`src/rtl/result_display.sv`:
```
// Display stage: BCD conversion of the accumulator result and 6-digit 7-segment scan.
// Optional LEADING_ZERO_BLANK_EN blanks leading zeros of the integer part.
module result_display #(
   parameter int REFRESH_DIV    = 50000,
   parameter bit SEG_ACTIVE_LOW = 1'b1
) (
   input  logic       clk,
   input  logic       rst,
   input  logic       load,
   input  logic [7:0] acc_int,
   input  logic [6:0] frac_q,
   input  logic       frac_err,
   output logic       busy,
   output logic [6:0] seg,
   output logic       dp,
   output logic [5:0] an
);

   localparam int PW = (REFRESH_DIV > 1) ? $clog2(REFRESH_DIV) : 1;
   localparam logic [PW-1:0] PRE_MAX = PW'(REFRESH_DIV - 1);

   localparam logic [3:0] G_BL = 4'd10;
   localparam logic [3:0] G_MI = 4'd11;
   localparam logic [3:0] G_E  = 4'd12;
   localparam logic [3:0] G_R  = 4'd13;

   localparam logic [5:0][3:0] RESET_DIG =
      {G_BL, 4'd0, 4'd0, 4'd0, 4'd0, 4'd0};

   typedef enum logic [1:0] {
      IDLE,
      CONV_INT,
      CONV_FRAC,
      COMMIT
   } state_t;

   state_t state, state_nxt;

   logic [2:0]  cnt;
   logic [19:0] ish;
   logic [19:0] ish_adj;
   logic [14:0] fsh;
   logic [14:0] fsh_adj;
   logic        neg;
   logic        err;

   logic        pend;
   logic [7:0]  pend_acc;
   logic [6:0]  pend_frac;
   logic        pend_err;

   logic        start;
   logic [7:0]  src_acc;
   logic [6:0]  src_frac;
   logic        src_err;
   logic [7:0]  src_mag;
   logic [6:0]  src_fcl;

   logic [5:0][3:0] dig, dig_nxt, commit_dig;
   logic            errs, errs_nxt;
   logic [PW-1:0]   pre, pre_nxt;
   logic [2:0]      idx, idx_nxt;
   logic [6:0]      seg_nxt;
   logic [5:0]      an_nxt;
   logic            dp_nxt;
   logic [3:0]      d_h, d_t, d_u;

   function automatic logic [3:0] adj(input logic [3:0] n);
      return (n >= 4'd5) ? n + 4'd3 : n;
   endfunction

   function automatic logic [6:0] font(input logic [3:0] g);
      case (g)
         4'd0:    return 7'h3F;
         4'd1:    return 7'h06;
         4'd2:    return 7'h5B;
         4'd3:    return 7'h4F;
         4'd4:    return 7'h66;
         4'd5:    return 7'h6D;
         4'd6:    return 7'h7D;
         4'd7:    return 7'h07;
         4'd8:    return 7'h7F;
         4'd9:    return 7'h6F;
         G_MI:    return 7'h40;
         G_E:     return 7'h79;
         G_R:     return 7'h50;
         default: return 7'h00;
      endcase
   endfunction

   assign busy = (state != IDLE);

   // A pending value is consumed as soon as the FSM is back in IDLE.
   assign start    = (state == IDLE) && (load || pend);
   assign src_acc  = load ? acc_int  : pend_acc;
   assign src_frac = load ? frac_q   : pend_frac;
   assign src_err  = load ? frac_err : pend_err;
   assign src_mag  = src_acc[7] ? 8'd0 - src_acc : src_acc;
   assign src_fcl  = (src_frac > 7'd99) ? 7'd99 : src_frac;

   assign ish_adj = {adj(ish[19:16]), adj(ish[15:12]),
                     adj(ish[11:8]), ish[7:0]};
   assign fsh_adj = {adj(fsh[14:11]), adj(fsh[10:7]), fsh[6:0]};

   always_comb begin
      state_nxt = state;
      unique case (state)
         IDLE:      if (start) state_nxt = src_err ? COMMIT : CONV_INT;
         CONV_INT:  if (cnt == 3'd7) state_nxt = CONV_FRAC;
         CONV_FRAC: if (cnt == 3'd6) state_nxt = COMMIT;
         COMMIT:    state_nxt = IDLE;
         default:   state_nxt = IDLE;
      endcase
      if (rst) state_nxt = IDLE;
   end

   always_ff @(posedge clk) begin
      state <= state_nxt;
   end

   always_ff @(posedge clk) begin
      if (rst) begin
         cnt       <= 3'd0;
         ish       <= '0;
         fsh       <= '0;
         neg       <= 1'b0;
         err       <= 1'b0;
         pend      <= 1'b0;
         pend_acc  <= '0;
         pend_frac <= '0;
         pend_err  <= 1'b0;
      end else begin
         if (start) begin
            ish <= {12'd0, src_mag};
            fsh <= {8'd0, src_fcl};
            neg <= src_acc[7];
            err <= src_err;
            cnt <= 3'd0;
         end else if (state == CONV_INT) begin
            ish <= ish_adj << 1;
            cnt <= (cnt == 3'd7) ? 3'd0 : cnt + 3'd1;
         end else if (state == CONV_FRAC) begin
            fsh <= fsh_adj << 1;
            cnt <= cnt + 3'd1;
         end
         if (load && state != IDLE) begin
            pend      <= 1'b1;
            pend_acc  <= acc_int;
            pend_frac <= frac_q;
            pend_err  <= frac_err;
         end else if (start) begin
            pend <= 1'b0;
         end
      end
   end

   assign d_h = ish[19:16];
   assign d_t = ish[15:12];
   assign d_u = ish[11:8];

   always_comb begin
      if (err) begin
         commit_dig = {G_BL, G_E, G_R, G_R, G_BL, G_BL};
      end else begin
         commit_dig = {neg ? G_MI : G_BL, d_h, d_t, d_u,
                       fsh[14:11], fsh[10:7]};
`ifdef LEADING_ZERO_BLANK_EN
         if (d_h == 4'd0) commit_dig[4] = G_BL;
         if (d_h == 4'd0 && d_t == 4'd0) commit_dig[3] = G_BL;
`endif
      end
   end

   // Outputs are registered from next-state values so seg/dp track an.
   always_comb begin
      pre_nxt  = (pre == PRE_MAX) ? '0 : pre + 1'b1;
      idx_nxt  = idx;
      if (pre == PRE_MAX) idx_nxt = (idx == 3'd0) ? 3'd5 : idx - 3'd1;
      dig_nxt  = dig;
      errs_nxt = errs;
      if (state == COMMIT) begin
         dig_nxt  = commit_dig;
         errs_nxt = err;
      end
      if (rst) begin
         pre_nxt  = '0;
         idx_nxt  = 3'd0;
         dig_nxt  = RESET_DIG;
         errs_nxt = 1'b0;
      end
      seg_nxt = font(dig_nxt[idx_nxt]);
      an_nxt  = 6'b000001 << idx_nxt;
      dp_nxt  = (idx_nxt == 3'd2) && !errs_nxt;
      if (SEG_ACTIVE_LOW) begin
         seg_nxt = ~seg_nxt;
         an_nxt  = ~an_nxt;
         dp_nxt  = ~dp_nxt;
      end
   end

   always_ff @(posedge clk) begin
      pre  <= pre_nxt;
      idx  <= idx_nxt;
      dig  <= dig_nxt;
      errs <= errs_nxt;
      seg  <= seg_nxt;
      an   <= an_nxt;
      dp   <= dp_nxt;
   end

endmodule

```
`config.mk`:
```
export PLATFORM = sky130hd
export DESIGN_NAME = result_display
export DESIGN_NICKNAME = d
export VERILOG_FILES = /design/src/rtl/result_display.sv
export SDC_FILE = /design/constraint.sdc
export NUM_CORES = 1
export LEC_CHECK = 0
export BUFFER_PORTS_ARGS = -buffer_cell sky130_fd_sc_hd__buf_2
export CAP_MARGIN = 20
export CORE_UTILIZATION = 31
export CTS_CLUSTER_DIAMETER = 120
export DETAILED_ROUTE_END_ITERATION = 10
export SLEW_MARGIN = 10
export SYNTH_ARGS = -nofsm -noshare
export SYNTH_HDL_FRONTEND = slang
export SYNTH_SLANG_ARGS = --single-unit
```
`constraint.sdc`:
```
create_clock -name clk -period 6.1 [get_ports clk]
set_input_delay 0.305 -clock clk [delete_from_list [all_inputs] [get_ports clk]]
set_output_delay 0.305 -clock clk [all_outputs]
set_load 0.05 [all_outputs]
```
## Yosys cells after proc, flatten, opt, wreduce, memory -nomap -nowiden

Memory sizes are Yosys's and may differ from the RTL's.
Cells that the tools add are included.

| storage, ports and cells | value |
|---|---|
| register bits after elaboration | 117 |
| latch bits | 0 |
| memory bits (writable) | 0 |
| ROM bits | 112 |
| input bits | 19 |
| output and inout bits | 15 |
| word-level logic and storage cells | 110 |
| memories kept | 1 |

| operators by class | value |
|---|---|
| add/subtract/negate cells | 9 |
| multipliers | 0 |
| div/mod/pow operators | 0 |
| magnitude comparators | 7 |
| equal/unequal tests | 11 |
| shift-type cells | 1 |
| mux-type cells | 36 |
| bitwise logic cells | 4 |
| reductions and logical operators | 17 |

Memory list:

| name | depth | bits a word | rd ports | clocked after Yosys merged registers in | write ports | RTL line | text |
|---|---|---|---|---|---|---|---|
| (no name shown) | 16 | 7 | 1 | 0 | 0 | 73 | `case (g)` |

Operators with widths:

| cell | count |
|---|---|
| $mux W24 | 2 |
| $mux W7 | 5 |
| $mux W8 | 4 |
| $mux W3 | 8 |
| $mux W21 | 1 |
| $ge A4 B3 Y1 const B | 5 |
| $add A16 B1 Y16 const B | 1 |
| $eq A16 B16 Y1 const B | 1 |
| $mux W4 | 4 |
| $add A4 B2 Y4 const B | 3 |
| $bmux W4 S3 | 1 |
| $reduce_bool A2 Y1 | 5 |
| $mux W2 | 4 |
| $ne A2 B2 Y1 const B | 4 |
| $pmux W2 S4 | 1 |
| $sub A1 B8 Y8 const A | 1 |
| $gt A7 B7 Y1 const B | 1 |
| $not A7 Y7 | 1 |
| $add A3 B2 Y3 const B | 2 |
| $eq A3 B3 Y1 const B | 2 |
| $mux W1 | 6 |
| $not A6 Y6 | 1 |
| $shl A1 B3 Y6 const A | 1 |
| $eq A2 B2 Y1 const B | 2 |
| other kinds (14) | 19 |

## Depth between registers and ports, before layout

Gate-level depths: netlist of run 1.
An unclocked memory read counts as a cell.

| depth | value |
|---|---|
| depth after elaboration | 8 |
| mapped depth | 14 |
| mapped depth without buffers | 12 |

## Least setup slack after synthesis of run 1

OpenSTA, ideal clock, no wires.

| path | value |
|---|---|
| path type | register to register |
| from | register pre[0] |
| to | register seg[0] |
| data arrival time | 2749 ps |
| data required time | 5979 ps |
| path slack | 3230 ps |
| cell stages (with the launch flop) | 14 |
| path buffers | 1 |
| path through | dfxtp_1 > ha_1 > and3_1 > nand4_4 > xor2_1 > buf_6 > mux2i_1 > o21ai_0 > a2111oi_4 > inv_1 > ha_1 > inv_1 > o21ai_0 > mux2_2 |

| on the way | value |
|---|---|
| cells in the longest elaborated chain, start to end | 7 |

RTL lines:

| what | RTL line | text |
|---|---|---|
| start, declared | 61 | `logic [PW-1:0] pre, pre_nxt;` |
| start signal, assigned | 202 | `pre <= pre_nxt;` |
| $eq A16 B16 Y1 | 178 | `if (pre == PRE_MAX) idx_nxt = (idx == 3'd0) ? 3'd5 : idx - 3'd1;` |
| $mux W3 | 178 |  |
| $mux W3 | 185 | `if (rst) begin` |
| $bmux W4 S3 | 191 | `seg_nxt = font(dig_nxt[idx_nxt]);` |
| $mux W4 (not written as such) | 191 |  |
| $mem_v2 Z16 W7 | n/a |  |
| $not A7 Y7 | 195 | `seg_nxt = ~seg_nxt;` |
| net seg_nxt[0] | 63 | `logic [6:0] seg_nxt;` |
| end signal, assigned | 206 | `seg <= seg_nxt;` |
| end, declared | 14 | `output logic [6:0] seg,` |

The timed path passes the listed nets, and every way through them passes these cells. The select of a mux whose other input is x is not followed.
A chain may end at the register's enable or synchronous reset.

## Worst setup path after layout of run 1

Ends and elaborated chain as after synthesis.

==> results of run 1 <==
## layer usage
| metal | vias up | track usage [%] |
|---|---|---|
| li1 | 2561 | - |
| met1 | 2169 | 18.1 |
| met2 | 80 | 20.2 |
| met3 | 19 | 2.79 |
| met4 | 0 | 5.55 |
| met5 | - | 0 |
## Yosys cell counts (7+ instances only)
cell / count / area share [%]
dfxtp_1: 117 / 38
clkbuf_1: 24 / 1.5
a21oi_1: 65 / 5.3
nor3_1: 21 / 1.7
xnor2_1: 16 / 2.3
a211oi_1: 22 / 2.7
nor2_1: 102 / 6.3
nor3b_1: 17 / 2.1
mux2_2: 7 / 1.3
mux2i_1: 31 / 5.1
xor2_1: 12 / 1.7
nand3_1: 18 / 1.5
ha_1: 25 / 5.1
inv_1: 23 / 1.4
nand2_1: 61 / 3.8
and3_1: 9 / 0.93
o21ai_0: 30 / 2.5
o21bai_1: 10 / 1.2
nand2b_1: 15 / 1.5
## worst max-delay path, delay by kind of cell (launching register included)
family	cells	cell delay, ns
AND/OR/NAND/NOR	2	0.55
multiplexers	2	0.57
flip-flops	1	0.36
AO/OA/AOI/OAI	3	0.75
buffers and inverters	2	0.18
XOR/XNOR	1	0.76
adder cells (fa/ha/maj)	2	0.43
## registers in the layout, indices dropped and copies added, names as in the netlist
name	flops
state	2
idx	3
cnt	3
pend_acc	8
errs	1
pend_err	1
ish	20
pre	16
pend_frac	7
fsh	15
dig	24
err	1
an	6
seg	7
pend	1
neg	1
dp	1
## cell type report
type	count	area (um2)	area share, %
multi-input combinational	541	3430	49.1
sequential	117	2340	33.5
clock buffer	21	460	6.59
tap	260	325	4.66
timing repair buffer	38	203	2.90
clock inverter	10	130	1.86
inverter	24	90.1	1.29
## per-stage QoR
step,util [%],hold WS (ns)
after floorplan,-,0.405
after global placement,33.7,0.433
after detailed placement,33.7,0.428
after CTS,36.8,0.130
after global routing,36.8,0.153
final,36.8,0.144
## cell families after synthesis
| logic type | share of synthesized area (%) |
|---|---|
| XOR/XNOR | 4.03 |
| adder cells (fa/ha/maj) | 5.14 |
| buffers and inverters | 5.12 |
| multiplexers | 6.83 |
| AO/OA/AOI/OAI | 16.2 |
| flip-flops | 38.5 |
| AND/OR/NAND/NOR | 24.1 |
## power breakdown
group	leakage (nW)	switching [mW]	internal, mW	total [mW]
registers	0.949	0.0654	0.858	0.924
logic	1.39	0.337	0.194	0.531
clock network	0.288	0.340	0.657	0.996
## worst paths after layout
path / endpoint / slack (ns) / depth (start not counted)
hold reg to reg: dig[21] / 0.45 / 1
hold / removal: pend_frac[6] / 0.14 / 3
setup reg to reg: seg[0] / 2.37 / 12
setup / recovery: seg[0] / 2.37 / 12
==> flow_summary_export.csv, run 1 <==
group,metric,value,unit
sta,finClkSkew,0.0101,ns
global_route,grt.total_usage,13.3,%
sta,post-route-min-period,3.73,ns
routing,drt_drc_violations_left,0,
final_layout,num-nets-final,783,
min_path,hp-start,"frac_q[6]",
routing,top_layer,"met4",
routing,wl,12500,um
floorplan,rows,50,
placed_design,placed_cell_area,0.00638,mm2
final_layout,diodes,0,
cts,post_cts_buffers,0,
power,ir_worst_vdd,0.000187,V
routing,wl_met1,6540,um
final_layout,final_common_cell,"dfxtp_1",
logic_synthesis,syn_nets,768,
sta,rsz0062_at_grt,"no",
sta,max_slew_margin,42.2,%
routing,first_iter_violations,266,
sta,fmax,0.268,GHz
logic_synthesis,synth_area,0.00608,mm2
global_route,first_global_vias,4542,
setup_path,cp.arrival,4.02,ns
routing,wl_per_cell,12.3,um
global_route,antenna_found_initial,0,
setup_path,cp-start-kind,"flip-flop",
floorplan,core,0.0190,mm2
setup_path,r2r-start,"pre[0]",
cts,cts-resized-gates,0,
cts,hold_buffers,0,
routing,first_pass_iters,4,
cts,htreeDepth,4,
floorplan,dieArea,0.0202,mm2
outcome,status,"finished, final reports clean",
global_route,grt_max_degree,49,
logic_synthesis,avgSynthCellArea,8.40,um2
floorplan,start_util,32.1,%
cts,cts_buffer_depth,2,
setup_path,cp_max_fo,18,
logic_synthesis,ys_ff_latch,117,
sta,hold_viol_final,0,
cts,clock_latency,0.41,ns
cts,cts_made_buffers,17,
sta,finalCritPeriodShare,61.1,%
global_route,grt_pass1_wl,21500,um
floorplan,fp.dieH,142,um
cts,clkTransAtPathRegs,0.05,ns
routing,met3_length,429,um
final_layout,num-fill-cells,1970,
setup_path,crit_required,6.39,ns
final_layout,drive_gt1_share,12.4,%
global_route,grt.overflow.total,0,
placed_design,place_ws,2.41,ns
logic_synthesis,syn_inst,724,
setup_path,end_kind,"flip-flop",
logic_synthesis,yosysWarnings,0,
sta,worst_slack,2.37,ns
setup_path,cp_slowest_cell,"xor2_1",
min_path,hold_path_class,"primary input to flip-flop",
logic_synthesis,synthArstFlopShare,0,%
final_layout,postLayoutCellArea,0.00698,mm2
floorplan,die_w,142,um
cts,cts_root_buffer,"clkbuf_16",
final_layout,final_cells,1011,
sta,setup_viol,0,
setup_path,worstSetupPathType,"flip-flop to flip-flop",
placed_design,numPlacedInstances,979,
logic_synthesis,ys_seq_area_share,38.5,%
logic_synthesis,netlist-cell-type-count,59,
setup_path,cp_cell_sequence,"ha_1, and3_1, nand4_4, xor2_1, mux2i_1, o21ai_0, a2111oi_4, inv_1, ha_1, inv_1, o21ai_0, mux2_2",
setup_path,max_stage_delay,0.76,ns
sta,fin_setup_tns,0,ns
placed_design,gp_congestion,0.785,
sta,worst_slew_pin_slew,0.865,ns
power,p_per_area,351,mW/mm2
power,p_leak,2.63,nW
run,cap_violations,0,
cts,cts_tree,"built",
cts,cts_num_sinks,117,
logic_synthesis,synth_ff_type,"dfxtp_1",
routing,vias,4829,
routing,ant_nets,0,
placed_design,port_buffers,33,
placed_design,dp_hpwl,8300,um
setup_path,startpoint,"pre[0]",
logic_synthesis,synth_edf_count,0,
routing,avgViaCountPerCell,4.78,
power,p_total,2.45,mW
routing,wl_met2,5260,um
sta,slew_viol_final,0,
final_layout,layout_common_cells,"dfxtp_1 (117), nor2_1 (102), a21oi_1 (65), nand2_1 (61), buf_2 (33)",
final_layout,area_growth,14.7,%
floorplan,pin_count,34,
No activity file was read; power rests on OpenSTA's default activity.
==> inputs of run 2 (changes only) <==
Clock period 6.1 ns to 3.6 ns, I/O delays scaled along.
==> run 2 against run 1 <==
  * Sequential share of layout area down 0.56 points
  * Worst hold slack got worse by 0.13 ns
  * Global-route usage down 0.073 points
  * Highest routed layer unchanged
  * Combinational power grew 74%
  * Worst setup slack worse by 2.0 ns
  * Critical path depth unchanged
  * Final cell count is 0.49% higher
  * Fmax up 16%
  * Power rose by 80%
  * Critical endpoint unchanged
  * Register-to-register slack worse by 2.0 ns
==> flow_summary_export.csv, run 2 (synthesis results as in run 1) <==
group,metric,value,unit
final_layout,final_common_cell,"dfxtp_1",
routing,wl_per_cell,12.5,um
final_layout,postLayoutCellArea,0.00710,mm2
routing,drt_drc_violations_left,0,
final_layout,layout_common_cells,"dfxtp_1 (117), nor2_1 (102), a21oi_1 (65), nand2_1 (61), buf_2 (33)",
power,power.share.clock,43.8,%
sta,setup_viol,0,
final_layout,reg.largest.list,"dig: 24 flops, ish: 20 flops, pre: 16 flops",
final_layout,largest_register_ffs,24,
power,seqPwrFrac,35.2,%
floorplan,rows,50,
final_layout,drive_gt1_share,13.0,%
floorplan,pin_count,34,
power,p_leak,2.69,nW
global_route,grt_max_degree,45,
placed_design,gp_congestion,0.817,
floorplan,start_util,32.1,%
sta,fin_setup_tns,0,ns
sta,post-route-min-period,3.22,ns
setup_path,cp.arrival,3.52,ns
sta,rsz0062_at_grt,"no",
cts,cts_num_sinks,117,
setup_path,worstSetupPathType,"flip-flop to flip-flop",
global_route,grt.total_usage,13.2,%
cts,hold_buffers,0,
routing,first_iter_violations,227,
min_path,hp-start,"frac_q[0]",
floorplan,fp.dieH,142,um
global_route,first_global_vias,4492,
outcome,status,"finished, final reports clean",
setup_path,r2r_slack,0.38,ns
routing,first_pass_iters,4,
setup_path,r2r-end,"seg[0]",
cts,clock_latency,0.41,ns
final_layout,fin_util,37.5,%
final_layout,num-nets-final,788,
sta,hold_viol_final,0,
global_route,grt.overflow.total,0,
sta,max_slew_margin,42.8,%
setup_path,cp_max_fo,18,
sta,worst_slew_pin_slew,0.856,ns
setup_path,r2r-start,"pre[0]",
final_layout,diodes,0,
power,power.switching,1.27,mW
sta,finClkSkew,0.00653,ns
sta,finalCritPeriodShare,89.4,%
routing,avgViaCountPerCell,4.79,
cts,post_cts_buffers,0,
run,cap_violations,0,
setup_path,end_kind,"flip-flop",
power,pwr-share-comb,21.0,%
sta,slew_viol_final,0,
global_route,antenna_found_initial,0,
setup_path,cp-start-kind,"flip-flop",
placed_design,placed_cell_area,0.00642,mm2
sta,fmax,0.311,GHz
global_route,grt_pass1_wl,21500,um
placed_design,dp_hpwl,8580,um
min_path,hold_path_class,"primary input to flip-flop",
cts,cts_root_buffer,"clkbuf_16",
floorplan,die_w,142,um
setup_path,crit_required,3.90,ns
routing,vias,4862,
setup_path,r2r_cells,12,
floorplan,dieArea,0.0202,mm2
power,ir_worst_vdd,0.000354,V
power,p_per_area,621,mW/mm2
final_layout,largest_register,"dig",
placed_design,port_buffers,33,
cts,clkTransAtPathRegs,0.06,ns
floorplan,core,0.0190,mm2
min_path,worstHoldEndpoint,"pend_frac[0]",
routing,ant_nets,0,
final_layout,final_cells,1016,
final_layout,num-fill-cells,1938,
placed_design,numPlacedInstances,984,
cts,cts-resized-gates,0,
cts,cts_buffer_depth,2,
power,power.internal,3.14,mW
final_layout,area_growth,16.7,%
power,swShare,28.8,%
cts,cts_made_buffers,17,
cts,cts_tree,"built",
min_path,hold_depth,3,
cts,htreeDepth,4,
routing,wl,12700,um
-- run 2: changes by cell type in the layout (fill, tap and decap cells not counted) --
cell	delta
buf_4	+5
bufinv_16	+3
clkinv_2	-3
clkbuf_8	+1
clkinvlp_4	-1
-- run 2: power groups by stage --
stage | Combinational, mW | Sequential, mW | Clock [mW]
CTS | 0.921 | 1.55 | 1.97
global placement | 0.913 | 1.58 | 0
global route | 1.04 | 1.57 | 2.03
floorplan | 0.712 | 1.59 | 0
finish | 0.924 | 1.55 | 1.93
detailed placement | 0.919 | 1.58 | 0
-- run 2: final cells by class --
cell class              count  area [um2]  share of cell area, %
multi-input cells         541        3430                   48.3
inverters                  24        90.1                   1.27
clock buffers              22         474                   6.68
clock inverters             9         198                   2.78
well taps                 260         325                   4.58
flip-flops and latches    117        2340                   33.0
repair buffers             43         240                   3.38
-- run 2: stage by stage --
stage          power (mW)  setup slack, ns  hold slack [ns]
3_3_place_gp         2.49            0.477            0.432
2_1_floorplan        2.30            0.730            0.316
4_1_cts              4.44            0.360         0.000880
3_5_place_dp         2.50            0.384            0.438
5_1_grt              4.65           0.0936          0.00930
6_report             4.41            0.380           0.0154
-- run 2: critical path, stage by stage, from the launching register on --
cell and delay (ns):
dfxtp_1 0.36, ha_1 0.21, and3_1 0.28, nand4_4 0.28, xor2_1 0.29, mux2i_1 0.23
o21ai_0 0.16, a2111oi_4 0.54, inv_1 0.13, ha_1 0.22, inv_1 0.06, o21ai_0 0.08
mux2_2 0.27
-- run 2: how the worst max path moves through the flow --
stage	endpoint	slack (ns)	start	cells after the start
6_report	seg[0]	0.38	pre[0]	12
5_1_grt	seg[4]	0.09	state[0]	11
2_1_floorplan	seg[0]	0.73	pre[0]	13
3_5_place_dp	seg[0]	0.38	pre[0]	13
3_3_place_gp	seg[0]	0.48	pre[0]	12
4_1_cts	seg[0]	0.36	pre[0]	12
-- run 2: layer usage --
layer / track usage [%] / wire length, um
met5: 0 / 0
met4: 4.36 / 159
met1: 18.0 / 6750
met2: 20.1 / 5450
met3: 3.23 / 363
==> inputs of run 3 (changes only) <==
Settings changed: RECOVER_POWER from default to 100.
==> run 3 against run 2 <==
  * The flow now finishes with violations (capacitance limit, slew limit)
  * Clock power about the same
  * Register-to-register slack about the same
  * Count of clock-buffer cells in the layout unchanged
  * Sequential share of layout area increased by 0.20 points
  * Design area decreased by 0.62%
  * First-iteration DRC count increased by 2.6%
  * Global-route usage unchanged
  * Core utilization decreased by 0.23 points
  * Largest cell class unchanged
==> flow_summary_export.csv, run 3 (synthesis results as in run 1) <==
group,metric,value,unit
global_route,first_global_vias,4492,
setup_path,r2r-start,"state[0]",
cts,hold_buffers,0,
routing,wl_per_cell,12.5,um
sta,hold_viol_final,0,
final_layout,reg.largest.list,"dig: 24 flops, ish: 20 flops, pre: 16 flops",
final_layout,num-nets-final,788,
routing,vias,4856,
floorplan,fp.dieH,142,um
routing,first_iter_violations,233,
global_route,grt.total_usage,13.2,%
placed_design,dp_hpwl,8580,um
cts,cts-resized-gates,0,
routing,ant_nets,0,
final_layout,fin_util,37.2,%
cts,cts_root_buffer,"clkbuf_16",
sta,fin_setup_tns,0,ns
sta,finClkSkew,0.00650,ns
setup_path,cp.arrival,3.53,ns
cts,htreeDepth,4,
sta,finalCritPeriodShare,89.2,%
floorplan,pin_count,34,
setup_path,path_buf_inv,2,
routing,avgViaCountPerCell,4.78,
cts,cts_tree,"built",
final_layout,layout_common_cells,"dfxtp_1 (117), nor2_1 (103), a21oi_1 (65), nand2_1 (61), o21ai_0 (32)",
outcome,violations,"capacitance limit, slew limit",
min_path,hp-start,"frac_q[0]",
setup_path,max_stage_delay,0.70,ns
sta,setup_viol,0,
setup_path,cp_slowest_cell,"ha_1",
floorplan,die_w,142,um
routing,wl,12700,um
placed_design,port_buffers,33,
routing,drt_drc_violations_left,0,
sta,worst_slew_pin_slew,1.69,ns
min_path,hold_path_class,"primary input to flip-flop",
setup_path,worstSetupPathType,"flip-flop to flip-flop",
cts,cts_made_buffers,17,
setup_path,startpoint,"state[0]",
cts,cts_buffer_depth,2,
setup_path,cp_max_fo,26,
power,p_per_area,623,mW/mm2
global_route,grt_max_degree,45,
setup_path,r2r_slack,0.39,ns
sta,rsz0062_at_grt,"no",
placed_design,gp_congestion,0.817,
routing,first_pass_iters,4,
outcome,status,"complete, but fails checks",
setup_path,crit_required,3.92,ns
floorplan,rows,50,
final_layout,largest_register,"dig",
final_layout,largest_register_ffs,24,
power,p_total,4.39,mW
cts,clock_latency,0.41,ns
sta,slew_viol_final,37,
final_layout,drive_gt1_share,10.3,%
floorplan,core,0.0190,mm2
global_route,grt.overflow.total,0,
global_route,antenna_found_initial,0,
cts,clkTransAtPathRegs,0.06,ns
setup_path,end_kind,"flip-flop",
sta,fmax,0.311,GHz
final_layout,area_growth,16.0,%
sta,max_slew_margin,-12.5,%
final_layout,final_common_cell,"dfxtp_1",
cts,cts_num_sinks,117,
power,p_leak,2.63,nW
floorplan,start_util,32.1,%
run,cap_violations,1,
power,ir_worst_vdd,0.000354,V
setup_path,crit_family,"adder cells",
global_route,grt_pass1_wl,21500,um
cts,post_cts_buffers,0,
setup_path,cp-start-kind,"flip-flop",
setup_path,cp_cell_sequence,"ha_1, clkbuf_1, nor2_1, a211oi_1, mux2i_1, nor3_1, a221oi_2, clkbuf_2, nor2_1, nor3_1, o21ai_0",
final_layout,diodes,0,
sta,post-route-min-period,3.21,ns
floorplan,dieArea,0.0202,mm2
-- run 3: path summary, 6_finish.rpt --
kind         cells after the start            to
min                              3  pend_frac[0]
min reg2reg                      1       dig[21]
max reg2reg                     11        seg[6]
max                             11        seg[6]
-- run 3: cell type report --
class / instances / area [um2]
inverters: 24 / 90.1
clock inverters: 9 / 198
well taps: 260 / 325
clock buffers: 22 / 474
repair buffers: 43 / 210
fillers: 1943 / 11900
flip-flops and latches: 117 / 2340
multi-input cells: 541 / 3420
-- run 3: metrics by stage --
stage	instances	hold WS (ns)	setup slack, ns	area, um2
detailed placement	984	0.438	0.384	6420
CTS	1015	0.000880	0.360	7090
floorplan	724	0.316	0.730	6080
global placement	984	0.432	0.477	6420
global route	1016	0.00930	0.112	7060
finish	1016	0.0158	0.388	7060
-- run 3: worst register-to-register path, cell delays in order (launching register included) --
cell and delay [ns]:
dfxtp_1 0.38, ha_1 0.70, clkbuf_1 0.42, nor2_1 0.10, a211oi_1 0.38, mux2i_1 0.17, nor3_1 0.22, a221oi_2 0.11
clkbuf_2 0.21, nor2_1 0.15, nor3_1 0.06, o21ai_0 0.21
-- run 3: power breakdown --
group	leakage (nW)	switching, mW	internal [mW]
combinational	1.35	0.583	0.325
sequential	0.949	0.100	1.45
clock	0.326	0.585	1.35
total	2.63	1.27	3.13
-- run 3: routing by layer --
| layer | GRT usage [%] | share of wire (%) | vias to the layer above |
|---|---|---|---|
| li1 | - | - | 2568 |
| met1 | 18.0 | 53 | 2209 |
| met2 | 20.1 | 43 | 63 |
| met3 | 3.23 | 3.2 | 16 |
| met4 | 4.36 | 1.3 | 0 |
| met5 | 0 | 0 | - |
